--- src/rtl/pipe_stage_ctx_reg.sv ---
// Inter-stage {valid, inst, pc} register with a LIFO context stack that parks in-flight state across nested interrupts.
// One edge of latency, with stall/flush/save/restore priority control. No ready/valid backpressure; errors are sticky flags.
module pipe_stage_ctx_reg #(
  parameter int INST_W     = 32,
  parameter int PC_W       = 32,
  parameter int SAVE_DEPTH = 2,
  localparam int CNT_W     = $clog2(SAVE_DEPTH + 1)
) (
  input  logic              clk,
  input  logic              reset_n,
  input  logic              in_valid,
  input  logic [INST_W-1:0] in_inst,
  input  logic [PC_W-1:0]   in_pc,
  input  logic              stall,
  input  logic              flush,
  input  logic              int_save,
  input  logic              int_restore,
  input  logic              err_clr,
  output logic              out_valid,
  output logic [INST_W-1:0] out_inst,
  output logic [PC_W-1:0]   out_pc,
  output logic [CNT_W-1:0]  save_cnt,
  output logic              save_full,
  output logic              err_ovf,
  output logic              err_unf
);

  typedef struct packed {
    logic              valid;
    logic [INST_W-1:0] inst;
    logic [PC_W-1:0]   pc;
  } ctx_t;

  ctx_t             ctx_q, ctx_d, in_ctx, top_ctx;
  ctx_t             stack_q [SAVE_DEPTH];
  logic [CNT_W-1:0] cnt_q, cnt_d;
  logic             full, push, ovf_set, unf_set;

  assign full   = (cnt_q == CNT_W'(SAVE_DEPTH));
  // Invalid entries are normalised to an all-zero bubble before they reach the register.
  assign in_ctx = in_valid ? '{valid: 1'b1, inst: in_inst, pc: in_pc} : '0;

  always_comb begin
    top_ctx = '0;
    for (int i = 0; i < SAVE_DEPTH; i++) begin
      if (cnt_q == CNT_W'(i + 1)) top_ctx = stack_q[i];
    end
  end

  always_comb begin
    ctx_d   = ctx_q;
    cnt_d   = cnt_q;
    push    = 1'b0;
    ovf_set = 1'b0;
    unf_set = 1'b0;
    if (flush) begin
      ctx_d = '0;
    end else if (int_save) begin
      ctx_d = '0;
      if (!full) begin
        push  = 1'b1;
        cnt_d = cnt_q + CNT_W'(1);
      end else begin
        ovf_set = 1'b1;
      end
    end else if (int_restore) begin
      // Restore beats stall so an interrupt return always completes.
      if (cnt_q != '0) begin
        ctx_d = top_ctx;
        cnt_d = cnt_q - CNT_W'(1);
      end else begin
        unf_set = 1'b1;
      end
    end else if (!stall) begin
      ctx_d = in_ctx;
    end
  end

  always_ff @(posedge clk or negedge reset_n) begin
    if (!reset_n) begin
      ctx_q   <= '0;
      cnt_q   <= '0;
      err_ovf <= 1'b0;
      err_unf <= 1'b0;
    end else begin
      ctx_q   <= ctx_d;
      cnt_q   <= cnt_d;
      err_ovf <= ovf_set | (err_ovf & ~err_clr);
      err_unf <= unf_set | (err_unf & ~err_clr);
    end
  end

  always_ff @(posedge clk or negedge reset_n) begin
    if (!reset_n) begin
      for (int i = 0; i < SAVE_DEPTH; i++) stack_q[i] <= '0;
    end else if (push) begin
      for (int i = 0; i < SAVE_DEPTH; i++) begin
        if (cnt_q == CNT_W'(i)) stack_q[i] <= ctx_q;
      end
    end
  end

  assign out_valid = ctx_q.valid;
  assign out_inst  = ctx_q.inst;
  assign out_pc    = ctx_q.pc;
  assign save_cnt  = cnt_q;
  assign save_full = full;

endmodule

--- config.mk ---
export PLATFORM = sky130hd
export DESIGN_NAME = pipe_stage_ctx_reg
export DESIGN_NICKNAME = d
export VERILOG_FILES = /design/src/rtl/pipe_stage_ctx_reg.sv
export SDC_FILE = /design/constraint.sdc
export NUM_CORES = 1
export LEC_CHECK = 0
export CAP_MARGIN = 15
export CORE_ASPECT_RATIO = 0.7
export CORE_MARGIN = 4
export CORE_UTILIZATION = 40
export CTS_CLUSTER_DIAMETER = 150
export DETAILED_ROUTE_END_ITERATION = 16
export SKIP_LAST_GASP = 1
export SYNTH_ARGS = -nofsm -noshare
export SYNTH_HDL_FRONTEND = slang
export SYNTH_SLANG_ARGS = --single-unit
--- constraint.sdc ---
create_clock -name clk -period 2.8 [get_ports clk]
set_input_delay 0.56 -clock clk [delete_from_list [all_inputs] [get_ports clk]]
set_output_delay 0.56 -clock clk [all_outputs]
set_load 0.1 [all_outputs]
==> out/metrics.yaml <==
power_and_ir_drop:
  power.switching_w: 0.00386
  clockPowerShare_pct: 23.8
  p_total_w: 0.0107
  power_leakage_nw: 5.43
  sw_frac_of_total_pct: 36.2
  vdd_drop_max_uv: 527
  intPower_w: 0.00681
  p_per_area_nw_per_um2: 941
  seq_power_share_pct: 41.1
  combPwrFrac_pct: 35.1
synth:
  synth-seq-cells: 199
  ys_top_cells_by_area: "dfrtp_1 (54%), mux2_2 (9.8%), mux2_4 (8.2%)"
  synth_edf_count: 0
  synth_ff_type: "dfrtp_1"
  syn_inst: 748
  yosys.cell_count.top_type: "dfrtp_1"
  yosysTopAreaCellShare_pct: 54.3
  ys_warn_count: 0
  syn_nets: 824
  netlist_area_um2: 9170
  synth-seq-area-share_pct: 54.3
  synthTopCellsByCount: "dfrtp_1 (199), mux2_2 (80), nand2_1 (69), a21oi_1 (63)"
  avgSynthCellArea_um2: 12.3
  synth_top_cell_by_area: "dfrtp_1"
  synth-async-reset-ratio_pct: 100
  netlist-cell-type-count: 35
cells_and_area:
  syn_to_final_growth_pct: 23.8
  drive_above_1_share_pct: 30.5
  nets: 943
  fin_util_pct: 50.2
  insertedDiodeCount: 0
timing:
  max_freq_mhz: 451
  maxSlewViolCount: 0
  rsz0062_at_grt: "no"
  setup_viol: 0
  tightest_slew_ns: 0.631
  skew_ns: 0.0114
  setup_tns_ns: 0
  fin_crit_sh_pct: 79.1
  hold_viol: 0
  period_needed_ns: 2.22
  fin_ws_ns: 0.584
  whs_ns: 0.141
  max-slew-margin-rel_pct: 57.9
die:
  dieArea_um2: 25400
  ios: 142
  core_um2: 22600
  placementRows: 46
  start_util_pct: 40.5
  die_h_um: 135
  die_w_um: 189
routing:
  drt_wl_total_um: 23300
  wl_per_cell_um: 19.6
  dr.first_iter.drc_count: 346
  dr.pass1.iters: 5
  routed_via_density: 5.32
  drc: 0
  ant_nets: 0
  num_vias: 6341
clock_tree:
  cts_tree: "done"
  cts_root_buf: "clkbuf_16"
  cts_setup_buffers: 0
  clkTransAtPathRegs_ns: 0.08
  cts_hold_buf: 0
  clock_sinks: 199
  post_cts_resized: 0
  cts_buffers: 17
  clock_path_buffers: 2
  cts.htree.levels: 4
  clk_latency_ns: 0.43
global_routing:
  grt_pass1_vias: 6531
  grt_max_degree: 75
  grt_usage_pct: 18.5
  grt_pass1_wl_um: 37400
  grt_overflow: 0
  grt_antenna_before_repair: 0
placement:
  place.gp.congestion: 0.699
  place_ws_ns: 0.395
  place_hpwl_um: 14000
  port_buffers: 141
critical_path:
  worst_path_largest_cell_delay_ns: 0.43
  cp_cell_sequence: "inv_1 -> ha_2 -> buf_4"
  crit_path_end_kind: "output port"
  cp_data_arrival_time_ns: 1.66
  cp-start-kind: "register"
  cp_slowest_cell: "dfrtp_2"
  worst-setup-path-type: "register to output port"
  critical_path.max_fanout: 10
  required_ns: 2.24
run:
  cap_violations: 0
outcome:
  outcome: "finished clean"
min_path:
  hold_class: "primary input to async pin"
metrics by stage:
| stage | instances | cell area [um2] |
|---|---|---|
| global route | 1192 | 11300 |
| detailed placement | 1160 | 10700 |
| floorplan | 748 | 9170 |
| CTS | 1192 | 11300 |
| finish | 1192 | 11300 |
| global placement | 1160 | 10700 |
flip-flops by register name (all words and copies together), names as in the netlist:
register and count:
save_cnt 2, out_inst 32, out_valid 1, err_unf 1, stack_q 130, out_pc 32, err_ovf 1
cells by family (layout without fill, tap and decap cells):
| logic type | Yosys count | in the layout | synth area share, % |
|---|---|---|---|
| flip-flops | 199 | 199 | 54.3 |
| adder cells (fa/ha/maj) | 4 | 4 | 0.546 |
| XOR/XNOR | 1 | 1 | 0.0956 |
| AO/OA/AOI/OAI | 263 | 263 | 18.1 |
| buffers and inverters | 70 | 202 | 4.83 |
| AND/OR/NAND/NOR | 80 | 80 | 3.79 |
| multiplexers | 131 | 131 | 18.3 |
area by class of cell:
cell class | instances | area [um2]
Fill cell | 2000 | 11300
Sequential cell | 199 | 4980
Multi-Input combinational cell | 479 | 3780
Timing Repair Buffer | 165 | 1570
Clock buffer | 21 | 470
Tap cell | 312 | 390
Clock inverter | 11 | 138
Inverter | 5 | 18.8
per-layer routing:
| metal | vias up | share of wire, % | wire (um) | GRT usage [%] |
|---|---|---|---|---|
| li1 | 2948 | - | - | - |
| met1 | 3232 | 49 | 11400 | 26.8 |
| met2 | 147 | 45 | 10500 | 28.3 |
| met3 | 14 | 5.3 | 1240 | 4.83 |
| met4 | 0 | 0.83 | 193 | 4.00 |
| met5 | - | 0 | 0 | 0 |
worst max-delay path, delay by kind of cell (launching register included):
family / cells / cell delay [ns]
buf+inv: 2 / 0.46
fa+ha+maj: 1 / 0.34
flops: 1 / 0.43
power groups by stage:
stage / Sequential [W] / Clock [W] / Combinational, W
6_report: 0.00438 / 0.00254 / 0.00375
5_1_grt: 0.00451 / 0.00271 / 0.00398
4_1_cts: 0.00437 / 0.00259 / 0.00379
3_5_place_dp: 0.00441 / 0 / 0.00378
3_3_place_gp: 0.00441 / 0 / 0.00373
2_1_floorplan: 0.00512 / 0 / 0.00205
layout by cell type (no fill, tap or decap), types with 12 or more instances in the layout:
master,instances
dfrtp_1,198
buf_4,82
mux2_2,80
nand2_1,69
clkdlybuf4s50_1,69
a21oi_1,63
a22oi_1,62
a21o_1,62
o21ai_0,60
mux2_4,50
clkbuf_16,17
buf_12,12
path summary, 6_finish.rpt:
path,from,endpoint,slack (ns),depth (start not counted)
min,reset_n,out_inst[13],0.14,1
max,save_cnt[0],save_full,0.58,3
max in group asynchronous,reset_n,stack_q[121],1.92,2
min in group clk,err_ovf,err_ovf,0.50,1
max reg2reg,save_cnt[0],stack_q[10],0.70,6
min reg2reg,err_ovf,err_ovf,0.50,1
Power figures use the tool's default switching activity.
